`config.mk`:
```
export PLATFORM = sky130hd
export DESIGN_NAME = rx_phase_ctrl
export DESIGN_NICKNAME = d
export VERILOG_FILES = /design/src/rtl/rx_phase_ctrl_pkg.sv /design/src/rtl/rx_phase_energy_acc.sv /design/src/rtl/rx_phase_ctrl.sv
export SDC_FILE = /design/constraint.sdc
export NUM_CORES = 1
export LEC_CHECK = 0
export CAP_MARGIN = 20
export CORE_MARGIN = 2
export CORE_UTILIZATION = 65
export CTS_CLUSTER_SIZE = 16
export DETAILED_ROUTE_END_ITERATION = 7
export DONT_BUFFER_PORTS = 1
export PLACE_DENSITY = 0.81
export SETUP_SLACK_MARGIN = 0.5
export SLEW_MARGIN = 20
export SYNTH_ARGS = -nofsm -noshare
export SYNTH_HDL_FRONTEND = slang
export SYNTH_SLANG_ARGS = --single-unit
export TNS_END_PERCENT = 5
```
`constraint.sdc`:
```
create_clock -name clk -period 4.4 [get_ports clk]
set_input_delay 0.88 -clock clk [delete_from_list [all_inputs] [get_ports clk]]
set_output_delay 0.88 -clock clk [all_outputs]
set_load 0.005 [all_outputs]
```
`src/rtl/rx_phase_ctrl_pkg.sv`:
```
// Shared defaults for the QPSK rx/tx path and the phase-acquisition FSM encoding.
package rx_phase_ctrl_pkg;
    localparam int UPSAMPLE_DEF   = 4;
    localparam int DATA_NBITS_DEF = 8;
    localparam int NSYMB_DEF      = 128;

    typedef enum logic [1:0] {
        ST_IDLE = 2'd0,
        ST_ACQ  = 2'd1,
        ST_CMP  = 2'd2,
        ST_DONE = 2'd3
    } state_t;
endpackage

```
`src/rtl/rx_phase_energy_acc.sv`:
```
// Per-phase |sample| accumulator bank with synchronous clear and a read mux.
module rx_phase_energy_acc #(
    parameter int UPSAMPLE   = 4,
    parameter int DATA_NBITS = 8,
    parameter int ACC_NBITS  = 15,
    parameter int PW         = 2
) (
    input  logic                         clk,
    input  logic                         rst,
    input  logic                         clear,
    input  logic                         acc_en,
    input  logic [PW-1:0]                wr_idx,
    input  logic signed [DATA_NBITS-1:0] sample,
    input  logic [PW-1:0]                rd_idx,
    output logic [ACC_NBITS-1:0]         rd_val
);
    logic [DATA_NBITS-1:0]                mag;
    logic [UPSAMPLE-1:0][ACC_NBITS-1:0]   acc;

    // Negating the most negative code wraps to 2^(N-1), which is the exact unsigned magnitude.
    assign mag = sample[DATA_NBITS-1] ? DATA_NBITS'(-sample) : DATA_NBITS'(sample);

    always_ff @(posedge clk or posedge rst) begin
        if (rst) begin
            acc <= '0;
        end else if (clear) begin
            acc <= '0;
        end else if (acc_en) begin
            for (int g = 0; g < UPSAMPLE; g++) begin
                if (wr_idx == PW'(g))
                    acc[g] <= acc[g] + ACC_NBITS'(mag);
            end
        end
    end

    assign rd_val = acc[rd_idx];
endmodule

```
`src/rtl/rx_phase_ctrl.sv`:
```
// Symbol-timing acquisition: per-phase energy over NSYMB symbols, then argmax as phase select.
module rx_phase_ctrl
    import rx_phase_ctrl_pkg::*;
#(
    parameter int UPSAMPLE   = UPSAMPLE_DEF,
    parameter int DATA_NBITS = DATA_NBITS_DEF,
    parameter int NSYMB      = NSYMB_DEF
) (
    input  logic                          clk,
    input  logic                          rst,
    input  logic                          enable,
    input  logic                          start,
    input  logic signed [DATA_NBITS-1:0]  sample_in,
    output logic [$clog2(UPSAMPLE)-1:0]   phase_out,
    output logic                          phase_valid,
    output logic                          busy
);
    localparam int ACC_NBITS = DATA_NBITS + $clog2(NSYMB);
    localparam int PW        = $clog2(UPSAMPLE);
    localparam int SW        = (NSYMB > 1) ? $clog2(NSYMB) : 1;

    state_t                state;
    logic [PW-1:0]         phase_cnt;
    logic [SW-1:0]         symb_cnt;
    logic [PW-1:0]         best_idx;
    logic [ACC_NBITS-1:0]  best_val;
    logic [ACC_NBITS-1:0]  rd_val;
    logic                  acc_clear;
    logic                  acc_en;
    logic                  last_phase;

    assign acc_clear  = (state == ST_IDLE) && start;
    assign acc_en     = (state == ST_ACQ) && enable;
    assign last_phase = (phase_cnt == PW'(UPSAMPLE - 1));

    // phase_cnt doubles as the write index in ACQ and the compare index in CMP.
    rx_phase_energy_acc #(
        .UPSAMPLE  (UPSAMPLE),
        .DATA_NBITS(DATA_NBITS),
        .ACC_NBITS (ACC_NBITS),
        .PW        (PW)
    ) u_acc (
        .clk   (clk),
        .rst   (rst),
        .clear (acc_clear),
        .acc_en(acc_en),
        .wr_idx(phase_cnt),
        .sample(sample_in),
        .rd_idx(phase_cnt),
        .rd_val(rd_val)
    );

    always_ff @(posedge clk or posedge rst) begin
        if (rst) begin
            state       <= ST_IDLE;
            phase_cnt   <= '0;
            symb_cnt    <= '0;
            best_idx    <= '0;
            best_val    <= '0;
            phase_out   <= '0;
            phase_valid <= 1'b0;
            busy        <= 1'b0;
        end else begin
            case (state)
                ST_IDLE: begin
                    if (start) begin
                        state       <= ST_ACQ;
                        phase_cnt   <= '0;
                        symb_cnt    <= '0;
                        best_idx    <= '0;
                        best_val    <= '0;
                        busy        <= 1'b1;
                        phase_valid <= 1'b0;
                    end
                end
                ST_ACQ: begin
                    if (enable) begin
                        if (last_phase) begin
                            phase_cnt <= '0;
                            if (symb_cnt == SW'(NSYMB - 1))
                                state <= ST_CMP;
                            else
                                symb_cnt <= symb_cnt + 1'b1;
                        end else begin
                            phase_cnt <= phase_cnt + 1'b1;
                        end
                    end
                end
                ST_CMP: begin
                    // Strict compare keeps the lowest phase on ties.
                    if (rd_val > best_val) begin
                        best_val <= rd_val;
                        best_idx <= phase_cnt;
                    end
                    if (last_phase) begin
                        phase_cnt <= '0;
                        state     <= ST_DONE;
                    end else begin
                        phase_cnt <= phase_cnt + 1'b1;
                    end
                end
                ST_DONE: begin
                    phase_out   <= best_idx;
                    phase_valid <= 1'b1;
                    busy        <= 1'b0;
                    state       <= ST_IDLE;
                end
                default: state <= ST_IDLE;
            endcase
        end
    end
endmodule

```
=== After elaboration in Yosys (flattened, before gate mapping) ===
Index checks and enable logic that the tools add are counted.

* Register bits after elaboration: 92
* Input bits: 12
* Output and inout bits: 4

* Add/subtract/negate cells: 7
* Magnitude comparators: 2
* Eq/ne operators: 14
* Mux-type cells: 33
* Reductions and logical operators: 22

{| class="wikitable"
|+ Operator list
! kind !! number
|-
| $mux 60 || 2
|-
| $mux 15 || 7
|-
| $add 15x8->15 || 4
|-
| $bmux 15 s2 || 1
|-
| $pmux 15 s2 || 1
|-
| $mux 7 || 4
|-
| $mux 2 || 9
|-
| $reduce_bool 2->1 || 8
|-
| $gt 15x15->1 || 1
|-
| $pmux 7 s2 || 1
|-
| $ne 2x2->1 const B || 6
|-
| $reduce_and 2->1 || 5
|-
| $reduce_and 5->1 || 2
|-
| $eq 2x2->1 const B || 4
|-
| $mux 8 || 1
|-
| $neg 8->8 || 1
|-
| $pmux 2 s4 || 1
|-
| $add 7x1->7 const B || 1
|-
| $eq 7x7->1 const B || 1
|-
| $pmux 2 s3 || 1
|-
| $reduce_and 3->1 || 2
|-
| $eq 2x1->1 const B || 2
|-
| $logic_not 2->1 || 2
|-
| $pmux 1 s2 || 2
|-
| other kinds (7) || 9
|}

=== Depth between registers and ports, before layout ===
Gate-level depths: netlist (run 1).

* Word-level depth: 6
* Depth in mapped cells: 12
* Depth with buffers taken out: 11

=== Modules after synthesis ===
From an unflattened synthesis (run 1), not the netlist that was laid out.

* Cell total of the unflattened synthesis: 678
* Area, all modules: 6,551.3 sq um

{| class="wikitable"
|+ Modules (own cells, without submodules)
! module !! instances !! cells an instance !! area each (sq um) !! sequential area each (sq um)
|-
| rx_phase_energy_acc || 1 || 482 || 4,675.7 || 1,501.4
|-
| rx_phase_ctrl || 1 || 196 || 1,875.5 || 800.8
|}

=== Least setup slack after synthesis (run 1) ===
Ideal clock, no wire load.

* Kind: input to register
* Start: in sample_in[1]
* End: reg u_acc.acc[42] in the netlist's numbering
* Arrival time: 3.267 ns
* Data required time: 4.323 ns
* Setup slack: 1.055 ns
* Stages: 11
* Cells stage by stage: inv_1 ha_1 nand2_1 o21ai_0 inv_1 fa_1 nand3b_1 a31oi_1 a221oi_2 or4_1 a21oi_1

* Cells in the longest elaborated chain, start to end: 6

{| class="wikitable"
|+ RTL lines
! element !! line !! RTL
|-
| from (decl) || rx_phase_ctrl.sv:13 || <nowiki>input logic signed [DATA_NBITS-1:0] sample_in,</nowiki>
|-
| $neg 8->8 || rx_phase_energy_acc.sv:21 || <nowiki>assign mag = sample[DATA_NBITS-1] ? DATA_NBITS'(-sample) : DATA_NBITS'(sample);</nowiki>
|-
| $mux 8 * || rx_phase_energy_acc.sv:21 ||
|-
| $add 15x8->15 * || rx_phase_energy_acc.sv:31 || <nowiki>acc[g] <= acc[g] + ACC_NBITS'(mag);</nowiki>
|-
| $mux 15 * || rx_phase_energy_acc.sv:30 || <nowiki>if (wr_idx == PW'(g))</nowiki>
|-
| $mux 60 * || rx_phase_energy_acc.sv:28 || <nowiki>end else if (acc_en) begin</nowiki>
|-
| $mux 60 * || rx_phase_energy_acc.sv:26 || <nowiki>end else if (clear) begin</nowiki>
|-
| to (signal, indexed assignment) || rx_phase_energy_acc.sv:31 ||
|-
| to (decl) || rx_phase_energy_acc.sv:18 || <nowiki>logic [UPSAMPLE-1:0][ACC_NBITS-1:0] acc;</nowiki>
|}

Every way passes the cells marked *; elsewhere a longest branch is shown, timed or not. The select of a mux whose other input is x is not followed.
A chain may end at the register's enable or synchronous reset.

=== Worst setup path after layout (run 1) ===
* Start: in sample_in[1]
* End: reg u_acc.acc[14] in the netlist's numbering

The elaborated chain is that of the path after synthesis.

==> run_results.csv, run 1 <==
group,metric,value,unit
logic_synthesis,synthCells,690,
route,drt_iter0_markers,432,
route,drt_first_pass_iters,5,
route,via_per_inst,6.60,
cells_and_area,layout.nets,766,
global_route,grt.total_usage,29.8,%
placement,pre_cts_ws,0.545,ns
route,antenna_left,0,
placement,io_buffers,0,
flow_run,drv.max_cap_violation_count,0,
logic_synthesis,synth-edff-count,0,
clock_network,h-tree-depth,3,
logic_synthesis,synth_async_sr_flop_share,100,%
critical_path,max_stage_delay,0.72,ns
critical_path,cp_num_buf_inv,2,
clock_network,cts_root_buf,"clkbuf_8",
route,wire_per_inst,18.8,um
clock_network,post-cts-setup-buffer-count,0,
critical_path,r2r-end,"best_val[5]",
sta,min_period_over_period,79.7,%
floorplanning,dieArea,11000,sq um
critical_path,cp-start-kind,"input pin",
logic_synthesis,netlist.area_leader.share,34.6,%
critical_path,crit_slowest_cell,"o21ai_0",
critical_path,cp_common_cell,"inv_1",
sta,setup_ws,0.894,ns
critical_path,r2r_slack,1.09,ns
sta,period_needed,3.51,ns
global_route,met1_usage,40.7,%
placement,globalplace.congestion,0.928,
floorplanning,io_pins,16,
logic_synthesis,synthDistinctLibCells,71,
route,num_vias,5428,
status,status,"completed",
floorplanning,core-area,9860,sq um
critical_path,required,4.70,ns
critical_path,critPathKind,"in -> reg",
critical_path,crit_path_max_fanout,6,
min_path,hold_path_class,"in -> async",
clock_network,path_clk_slew,0.10,ns
sta,setup_tns,0,ns
cells_and_area,regArea,2300,sq um
logic_synthesis,ys_warn_count,0,
sta,final_max_slew_viol_count,0,
logic_synthesis,yosysTopAreaCell,"dfrtp_1",
global_route,met3_usage,4.05,%
sta,tightest_slew,0.900,ns
power_and_ir_drop,peakVddDrop,0.269,mV
clock_network,ctsResizeCount,0,
global_route,antenna_found_initial,0,
floorplanning,rows,36,
placement,dpl.hpwl,11.7,mm
floorplanning,die_h,105,um
critical_path,path_cells,"inv_1 -> o21ai_0 -> inv_1 -> fa_1 -> nand3b_1 -> a31oi_1 -> o211ai_1 -> or3_1 -> a21oi_1",
logic_synthesis,ys_seq_area_share,34.6,%
critical_path,worst_r2r_startpoint,"phase_cnt[1]",
cells_and_area,drive_above_1_share,8.85,%
floorplanning,initial_core_util,67.4,%
clock_network,postCtsHoldBufs,0,
sta,finalClockSkew,0.0130,ns
sta,fmax,285,MHz
logic_synthesis,netlist_area,6650,sq um
clock_network,clock_path_buffers,2,
clock_network,cts_tree,"yes",
global_route,grt_pass1_vias,5240,
power_and_ir_drop,power_density,507,nW/um^2
clock_network,cts_sinks,92,
logic_synthesis,synth-main-ff-cell,"dfrtp_1",
logic_synthesis,synth_area_leaders,"dfrtp_1 (35%), ha_1 (12%), mux4_2 (5.1%)",
critical_path,cp_data_arrival_time,3.81,ns
cells_and_area,fillCellCount,701,
sta,hold_violations,0,
global_route,grt-busiest-layer,"met2",
route,drc,0,
clock_network,clk_latency,0.39,ns
global_route,grt_max_degree,37,
logic_synthesis,syn_nets,771,
clock_network,numCtsBuffers,9,
sta,relSlewSlack,39.4,%
global_route,grt_pass1_wl,25.9,mm
route,wl,15.5,mm
cells_and_area,synthToLayoutAreaGrowth,4.58,%
placement,place_area,6750,sq um
critical_path,crit_family,"compound AO/OA/AOI/OAI gates",
global_route,met2_usage,48.1,%
floorplanning,die_x,105,um
sta,setup_violations,0,
critical_path,ff2ff_path_depth,8,
cells_and_area,multiInputGateArea,4040,sq um
global_route,grt-ovfl-total,0,
power_and_ir_drop,leakagePower,0.00317,uW
critical_path,cp-end-kind,"flip-flop",
cells_and_area,diodes,0,
logic_synthesis,ys_seq_elements,92,
power_and_ir_drop,power,3520,uW
sta,rsz0062_at_grt,"no",
logic_synthesis,syn_area_per_cell,9.63,sq um
cells_and_area,postLayoutCellArea,6950,sq um
## worst max path at each step
stage	end	depth (start not counted)	startpoint
final	u_acc.acc[14]	9	sample_in[1]
after global placement	u_acc.acc[44]	9	sample_in[1]
after CTS	u_acc.acc[44]	9	sample_in[1]
after global routing	u_acc.acc[44]	9	sample_in[1]
after floorplan	u_acc.acc[42]	11	sample_in[1]
after detailed placement	u_acc.acc[44]	9	sample_in[1]
## cell families after synthesis
kind of cell	count (synthesis)	share of synthesized area, %
flops	92	34.6
mux	42	9.21
xor+xnor	33	4.35
fa+ha+maj	69	13.4
buf+inv	72	4.63
compound gates	167	17.0
simple gates	215	16.7
## layer usage
| layer | routed length, um | share of wire, % | vias up |
|---|---|---|---|
| met5 | 0 | 0 | - |
| met4 | 316 | 2.0 | 0 |
| met1 | 6690 | 43 | 2677 |
| met3 | 1000 | 6.5 | 28 |
| met2 | 7470 | 48 | 223 |
| li1 | - | - | 2500 |
## flip-flops by register name, summed over array words and instances (netlist names)
register     cells
busy             1
phase_cnt        2
best_val        15
state            2
best_idx         2
phase_valid      1
phase_out        2
symb_cnt         7
u_acc.acc       60
## where the power goes
group          leakage (uW)  internal, uW  total (uW)  switching [uW]
logic               0.00182           744        1770            1030
clock network      0.000102           267         577             310
registers           0.00126          1010        1180             171
total               0.00317          2020        3520            1510
## through the flow
| stage | util [%] | instances | hold WS, ns |
|---|---|---|---|
| final | 70.4 | 822 | 0.373 |
| after global routing | 70.4 | 822 | 0.403 |
| after CTS | 70.4 | 822 | 0.386 |
| after detailed placement | 68.5 | 807 | 0.495 |
| after global placement | 68.5 | 807 | 0.485 |
| after floorplan | - | 690 | 0.464 |
## Yosys cell counts, types with 5 or more instances
cell type,count
dfrtp_1,92
nand2_1,81
ha_1,65
inv_1,47
o21ai_0,43
a21oi_1,40
nor2_1,36
xor2_1,25
mux2i_1,24
mux4_2,15
nand3_1,15
or3_1,14
clkbuf_1,12
o211ai_1,11
a21o_1,9
a31oi_1,9
buf_2,9
nand2b_1,8
nand4_1,8
nor3_1,8
xnor2_1,8
a22o_1,7
nand3b_1,7
o21ai_1,6
a211oi_1,5
and3_1,5
nor4b_1,5
## worst register-to-register path, stage by stage, from the launching register on
cell and delay (ns):
dfrtp_1 0.87, mux4_2 0.45, ha_1 0.33, and4_1 0.21, a2111oi_0 0.52, o21ai_1 0.16, o21ai_2 0.13, buf_4 0.29
mux2i_1 0.27
## layout make-up
| type | count | share of cell area (%) |
|---|---|---|
| multi-input cells | 526 | 58.1 |
| inverters | 47 | 2.56 |
| repair buffers | 9 | 0.972 |
| flip-flops and latches | 92 | 33.1 |
| clock inverters | 2 | 0.252 |
| well taps | 133 | 2.39 |
| clock buffers | 13 | 2.57 |
## cell usage in the layout (no fill, tap or decap), types with 5 or more instances in the layout
master and instances:
a211oi_1 5, a21o_1 9, a21oi_1 40, a22o_1 7
a31oi_1 9, and3_1 5, buf_4 9, clkbuf_8 13
dfrtp_1 92, ha_1 65, inv_1 46, mux2i_1 24
mux4_2 15, nand2_1 81, nand2b_1 8, nand3_1 15
nand3b_1 7, nand4_1 8, nor2_1 36, nor3_1 8
nor4b_1 5, o211ai_1 11, o21ai_0 43, o21ai_1 5
or3_1 14, xnor2_1 8, xor2_1 25
Note: power is estimated with default switching activity, not from simulation.
==> run 2, diff against run 1 <==
CORE_UTILIZATION = 59   (was 65)
PLACE_DENSITY = 0.78   (was 0.81)
clock period = 2.9 ns   (was 4.4 ns; I/O delays follow)
==> run 2 against run 1 <==
  * Clock skew is 0.0046 ns lower
  * Utilization grew 0.97 points
  * Final cell count increased by 6.8%
  * Combinational power grew 110%
  * Sequential power is 49% higher
  * Via count grew 4.5%
  * Critical path depth grew 2
  * Die area up 9.8%
  * Flip-flop and latch count unchanged
  * Non-clock buffer count grew 48
  * Worst hold slack got worse by 0.30 ns
==> run_results.csv, run 2 (same netlist as run 1, synthesis figures left out) <==
group,metric,value,unit
status,status,"completed",
clock_network,cts_root_buf,"clkbuf_16",
clock_network,clk_latency,0.36,ns
clock_network,clock_path_buffers,2,
power_and_ir_drop,swShare,40.3,%
sta,tightest_slew,0.583,ns
power_and_ir_drop,p_int,3960,uW
route,antenna_left,0,
floorplanning,dieArea,12100,sq um
route,via_per_inst,6.46,
power_and_ir_drop,power,6640,uW
sta,rsz0062_at_grt,"yes",
clock_network,cts_sinks,92,
cells_and_area,regMostFlops,"u_acc.acc",
sta,fmax,359,MHz
cells_and_area,fillCellCount,777,
power_and_ir_drop,switchingPower,2680,uW
flow_run,drv.max_cap_violation_count,0,
clock_network,numCtsBuffers,9,
route,wire_per_inst,19.8,um
power_and_ir_drop,clockPowerShare,18.7,%
critical_path,crit_path_max_fanout,8,
clock_network,path_clk_slew,0.07,ns
sta,finalClockSkew,0.00831,ns
clock_network,cts_tree,"yes",
global_route,grt.total_usage,29.9,%
power_and_ir_drop,leakagePower,0.00354,uW
global_route,grt_pass1_vias,5695,
placement,dpl.hpwl,12.2,mm
global_route,grt-ovfl-total,0,
sta,setup_violations,0,
floorplanning,core-area,10900,sq um
floorplanning,die_x,110,um
critical_path,critPathKind,"reg -> reg",
route,drt_first_pass_iters,5,
min_path,hold_path_class,"in -> async",
cells_and_area,diodes,0,
placement,pre_cts_ws,-0.199,ns
route,wl,17.4,mm
sta,setup_ws,0.112,ns
route,drt_iter0_markers,393,
critical_path,cp_data_arrival_time,3.06,ns
floorplanning,rows,38,
power_and_ir_drop,pwr-share-comb,54.8,%
floorplanning,die_h,110,um
placement,io_buffers,0,
cells_and_area,layout.nets,814,
sta,min_period_over_period,96.2,%
global_route,grt_max_degree,51,
global_route,antenna_found_initial,0,
floorplanning,io_pins,16,
cells_and_area,largestRegisters,"u_acc.acc x60, best_val x15, symb_cnt x7",
power_and_ir_drop,power_density,850,nW/um^2
placement,globalplace.congestion,0.875,
cells_and_area,post-route-util,71.4,%
power_and_ir_drop,seqPwrFrac,26.4,%
critical_path,cp-start-kind,"flip-flop",
sta,final_max_slew_viol_count,0,
critical_path,cp-end-kind,"flip-flop",
cells_and_area,largest_reg_flops,60,
cells_and_area,drive_above_1_share,19.1,%
floorplanning,initial_core_util,60.8,%
sta,relSlewSlack,61.1,%
cells_and_area,synthToLayoutAreaGrowth,17.5,%
route,drc,0,
cells_and_area,final_cell_mix,"dfrtp_1 (91), nand2_1 (81), ha_1 (57), buf_4 (46), inv_1 (44)",
route,num_vias,5674,
critical_path,required,3.17,ns
cells_and_area,final_common_cell,"dfrtp_1",
clock_network,h-tree-depth,3,
sta,hold_violations,0,
sta,period_needed,2.79,ns
power_and_ir_drop,peakVddDrop,0.736,mV
sta,setup_tns,0,ns
global_route,grt_pass1_wl,27.7,mm
==> run 2: worst max-delay path: stages, from the launching register on <==
cell     delay (ns)
dfrtp_2        0.41
buf_12         0.14
buf_12         0.12
mux4_2         0.55
ha_4           0.26
nand4_1        0.15
a21oi_1        0.09
o31a_1         0.28
o21ai_4        0.23
buf_6          0.16
buf_12         0.12
mux2i_1        0.20
==> run 2: power groups by stage <==
stage,Sequential [uW],Clock (uW),Combinational (uW)
global placement,1750,0,2790
global route,1780,1290,3960
finish,1760,1240,3640
detailed placement,1770,0,2930
CTS,1750,1240,3280
floorplan,1690,0,2250
==> run 2: cell type report <==
type	count	area [sq um]	share of cell area, %
clock buffer	12	256	3.28
clock inverter	4	47.5	0.609
inverter	47	180	2.31
multi-input combinational	526	4300	55.1
sequential	92	2300	29.5
tap	140	175	2.24
timing repair buffer	57	546	6.98
==> run 2: through the flow <==
step	area, sq um	hold slack [ns]	std cells
after floorplan	6740	0.464	690
final	7810	0.0780	878
after CTS	7540	0.0916	866
after global placement	7100	0.463	845
after global routing	7810	0.106	878
after detailed placement	7100	0.466	845
==> run 2: worst paths after layout <==
kind,slack (ns),from,endpoint,cells past startpoint
max,0.11,phase_cnt[0],best_idx[1],11
min,0.08,rst,phase_out[1],1
max reg2reg,0.11,phase_cnt[0],best_idx[1],11
min reg2reg,0.50,symb_cnt[0],symb_cnt[0],1
max in group asynchronous,2.12,rst,phase_cnt[0],2
min in group clk,0.45,start,busy,3
==> run 2: timing repair <==
item	4_1_cts	5_1_grt
hold buffers	0	0
pin swaps	4	20
setup endpoints to repair	46	58
gates resized for setup	11	36
gates cloned	2	0
buffers inserted	3	12
==> run 2: metal layers <==
metal | vias up | track usage, % | part of all wire, %
li1 | 2609 | - | -
met1 | 2812 | 37.8 | 41
met2 | 216 | 50.8 | 51
met3 | 37 | 5.41 | 6.3
met4 | 0 | 12.1 | 2.3
met5 | - | 0 | 0
==> variant 1 (settings of run 1) <==
The 4 states of `state_t` get a one-hot encoding in 4 bits.
--- a/src/rtl/rx_phase_ctrl_pkg.sv
+++ b/src/rtl/rx_phase_ctrl_pkg.sv
@@ -4,11 +4,11 @@
     localparam int DATA_NBITS_DEF = 8;
     localparam int NSYMB_DEF      = 128;
 
-    typedef enum logic [1:0] {
-        ST_IDLE = 2'd0,
-        ST_ACQ  = 2'd1,
-        ST_CMP  = 2'd2,
-        ST_DONE = 2'd3
+    typedef enum logic [3:0] {
+        ST_IDLE = 4'b0001,
+        ST_ACQ  = 4'b0010,
+        ST_CMP  = 4'b0100,
+        ST_DONE = 4'b1000
     } state_t;
 endpackage
 
Function: no difference found for any inputs over 10 cycles, from zero or initial values and one cycle with rst high; not proved beyond that.
==> variant 1 against run 1 <==
Design area down 2.8%. Synthesized area fell by 3.3%. Core utilization shrank 0.73 points. Global-route usage rose by 0.52 points. Die area down 3.2%. Count of clock-buffer cells in the layout is 3 lower. Routed wire length decreased by 3.2%. Worst setup slack improved by 200 ps. Sequential cell count increased by 2.
Power is not compared: it rests on default switching activity, and its combinational part moved more than twofold at a synthesized area within 25%.
==> variant 1: results (changes against run 1) <==
Outcome
  – Status: completed

Final layout
  – Filler cells: 717 (+2.3%)
  – Footprint of the multi-input gates: 3830 um^2 (-5.2%)
  – Final Net Count: 746 (-2.6%)
  – Share of cells above drive strength 1: 7.88% (-0.98 points)

Routing
  – Total length of routed met2 wires: 7230 um (-3.2%)
  – Routed vias/inst: 6.41 (-2.9%)
  – Routed wl met3: 1070 um (+7.0%)
  – WL/cell: 18.6 um (-1.3%)
  – Wl on met1: 6410 um (-4.2%)
  – Routed wire length: 15000 um (-3.2%)
  – DR iter-0 viols: 347 (-20%)

Critical path
  – R2R Path Start: phase_cnt[0]$_DFFE_PP0P_
  – Reg2Reg Depth: 9 (+1)
  – Worst r2r dst: best_val[4]$_DFFE_PP0P_
  – Critical path endpoint: u_acc.acc[42]$_DFFE_PP0P_
  – Family with the most delay on the worst path: simple AND/OR/NAND/NOR gates
  – Slowest CP cell: ha_1
  – Max Fanout on Critical Path: 7 (+1)
  – Worst Path Arrival: 3610 ps (-200 ps)

Synth
  – Register area share after synthesis: 36.6% (+2.0 points)
  – Most frequent cells after synthesis: dfrtp_1 (93), nand2_1 (74), ha_1 (61), o21ai_0 (61), nor2_1 (48)
  – Top cells by area, synth: dfrtp_1 (36%), ha_1 (12%), mux4_2 (5.3%)
  – Cell variety after synth: 60 (-15%)
  – Syn Area/Cell: 9.59 um^2 (-0.39%)

Timing
  – Final min period: 3310 ps (-196 ps)
  – Measured slew at the worst slew-check pin: 922 ps (+22.1 ps)
  – Layout Skew: 8.44 ps (-4.52 ps)
  – Worst hold slack: 492 ps (+119 ps)

GRT
  – Met1 Use GR: 41.4% (+0.69 points)
  – First-pass GRT wire length: 24600 um (-5.2%)
  – Vias in the first global route: 5076 (-3.1%)
  – GRT met2 Usage: 49.0% (+0.89 points)
  – Largest net degree at the start of global routing: 44 (+19%)
  – GR Util All Layers: 30.3% (+0.52 points)

Placement
  – # port buffers: 0 (unchanged)
  – Dpl ws: 763 ps (+217 ps)
  – Area post-placement: 6540 um^2 (-3.1%)
  – Placed insts: 791 (-2.0%)
  – Final HPWL DP: 11100 um (-5.5%)
  – Placer congestion estimate: 0.915 (-1.4%)

CTS
  – Clock Latency Late Sink: 370 ps (-20 ps)
## variant 1: changes by cell type after synthesis, moves of 6 or more
cell and delta:
xnor2_1 +26, nand3_1 +19, o21ai_0 +18, inv_1 -12, nor2_1 +12, a21oi_1 -10
xor2_1 -10, and3_1 +9, mux2i_1 -8, a211oi_1 +7, nand2_1 -7, buf_2 -6
o21ai_1 -6, or3_1 -6
## variant 1: cell families (layout without fill, tap and decap cells)
logic type / count (synthesis) / after routing / share of synthesized area, %
and+or+nand+nor: 227 / 227 / 17.7
AOI/OAI and AO/OA: 147 / 147 / 13.9
DFF: 94 / 94 / 36.6
adders and majority gates: 65 / 65 / 13.1
buffers and inverters: 55 / 58 / 3.93
xor gates and xnor gates: 49 / 49 / 6.68
muxes: 33 / 33 / 8.10
## variant 1: final cells by class
cell class,count,area share (%)
clock buffer,10,1.89
clock inverter,5,1.22
inverter,35,1.96
multi-input combinational,521,56.7
sequential,94,34.9
tap,133,2.46
timing repair buffer,8,0.890
==> variant 2 (flow settings as in run 1) <==
Made on the original files. Set the package constant `NSYMB_DEF` to 256 (it was 128).
--- a/src/rtl/rx_phase_ctrl_pkg.sv
+++ b/src/rtl/rx_phase_ctrl_pkg.sv
@@ -2,7 +2,7 @@
 package rx_phase_ctrl_pkg;
     localparam int UPSAMPLE_DEF   = 4;
     localparam int DATA_NBITS_DEF = 8;
-    localparam int NSYMB_DEF      = 128;
+    localparam int NSYMB_DEF      = 256;
 
     typedef enum logic [1:0] {
         ST_IDLE = 2'd0,
Function: no difference found for any inputs over 10 cycles, from zero or initial values and one cycle with rst high; that may be too few to reach the edited logic, so the function may still have changed.
==> variant 2 against run 1 <==
Clock power is 3% lower. Sequential cell count is 6 higher. Routed wire length is 12% higher. Global-route usage is 1.6 points higher. Total power is 1.1% higher. Count of clock-buffer cells in the layout is 2 lower. Synthesized area is 7.0% higher. Design area is 6.6% higher. Worst setup slack better by 140 ps. Largest cell class unchanged. Largest power group unchanged.
==> variant 2: results (changes against run 1) <==
Outcome
  – Status: completed

GRT
  – Vias in the first global route: 5678 (+8.4%)
  – Met1 Use GR: 40.9% (+0.17 points)
  – GRT met2 Usage: 50.8% (+2.6 points)
  – GR Util All Layers: 31.4% (+1.6 points)
  – Largest net degree at the start of global routing: 76 (+110%)

Final layout
  – Max FFs per register: 64 (+6.7%)
  – Final Net Count: 833 (+8.7%)
  – Biggest regs: u_acc.acc: 64 flops, best_val: 16 flops, symb_cnt: 8 flops
  – Share of cells above drive strength 1: 7.85% (-1.0 points)

Routing
  – Routed vias/inst: 6.59 (-0.24%)
  – Wl on met1: 7310 um (+9.4%)
  – Routed wl met3: 1440 um (+44%)
  – DR iter-0 viols: 409 (-5.3%)

Synth
  – Cell variety after synth: 68 (-4.2%)
  – Post-Synth Adder-Cell Area: 13.3% (-0.17 points)
  – Post-synthesis mux area share: 9.68% (+0.47 points)
  – Register area share after synthesis: 34.5% (-0.14 points)

Critical path
  – Max stage delay on crit path: 690 ps (-30 ps)
  – Slowest CP cell: dfrtp_1
  – Critical path endpoint: best_val[15]$_DFFE_PP0P_
  – Worst Path Arrival: 3670 ps (-140 ps)
  – Max Fanout on Critical Path: 12 (+6)
  – Worst reg2reg setup slack: 1030 ps (-60 ps)
  – CP Launch Point: phase_cnt[0]$_DFFE_PP0P_
  – Family with the most delay on the worst path: multiplexers

Timing
  – Slew headroom: 30.0% (-9.3 points)
  – Layout Skew: 14.8 ps (+1.86 ps)

Placement
  – Area post-placement: 7220 um^2 (+6.9%)
  – Placed insts: 876 (+8.6%)
  – Final HPWL DP: 13100 um (+12%)
  – Placer congestion estimate: 0.931 (+0.28%)

Power and ir drop
  – Internal power: 2060 uW (+2.2%)
  – P_leak: 0.00336 uW (+6.0%)
  – Worst vdd ir: 0.000325 V (+21%)
## variant 2: changes by cell type after synthesis, moves of 4 or more
| cell | before | now |
|---|---|---|
| nor4b_1 | 5 | 0 |
| clkbuf_1 | 12 | 8 |
| nor2_1 | 36 | 56 |
| dfrtp_1 | 92 | 98 |
| and3_1 | 5 | 11 |
| nand4_1 | 8 | 16 |
| a32o_1 | 0 | 5 |
| nor3b_1 | 0 | 6 |
| xnor2_1 | 8 | 12 |
| nand3_1 | 15 | 23 |
| ha_1 | 65 | 69 |
## variant 2: layout make-up
cell class                      instances  area, um^2
Tap cell                              140         175
Inverter                               47         179
Clock inverter                          4        27.5
Sequential cell                        98        2450
Timing Repair Buffer                   11        90.1
Fill cell                             825        3330
Clock buffer                           11         151
Multi-Input combinational cell        581        4340
## variant 2: worst register-to-register path: stages (launching register included)
cell and delay (ps):
dfrtp_1 690, buf_4 330, mux4_2 580, ha_1 320
nand4_1 120, nor4_2 340, o21ai_0 200, a31oi_2 240
buf_4 240, mux2i_1 230
## variant 2: power by group through the flow
stage               Combinational [uW]  Sequential (uW)  Clock, uW
floorplan                         1340             1220          0
global placement                  1580             1330          0
detailed placement                1640             1340          0
CTS                               1650             1320        563
global route                      1880             1360        601
finish                            1670             1330        561
## variant 2: stage by stage
| stage | setup WS, ps | util (%) |
|---|---|---|
| 2_1_floorplan | 958 | - |
| 3_3_place_gp | 853 | 67.2 |
| 3_5_place_dp | 776 | 67.2 |
| 4_1_cts | 1040 | 68.8 |
| 5_1_grt | 805 | 69.0 |
| 6_report | 1030 | 69.0 |
## variant 2: logic make-up after synthesis
kind of cell,Yosys count
AOI/OAI and AO/OA,166
and+or+nand+nor,257
adders and majority gates,73
DFF,98
xor gates and xnor gates,37
buffers and inverters,74
muxes,48
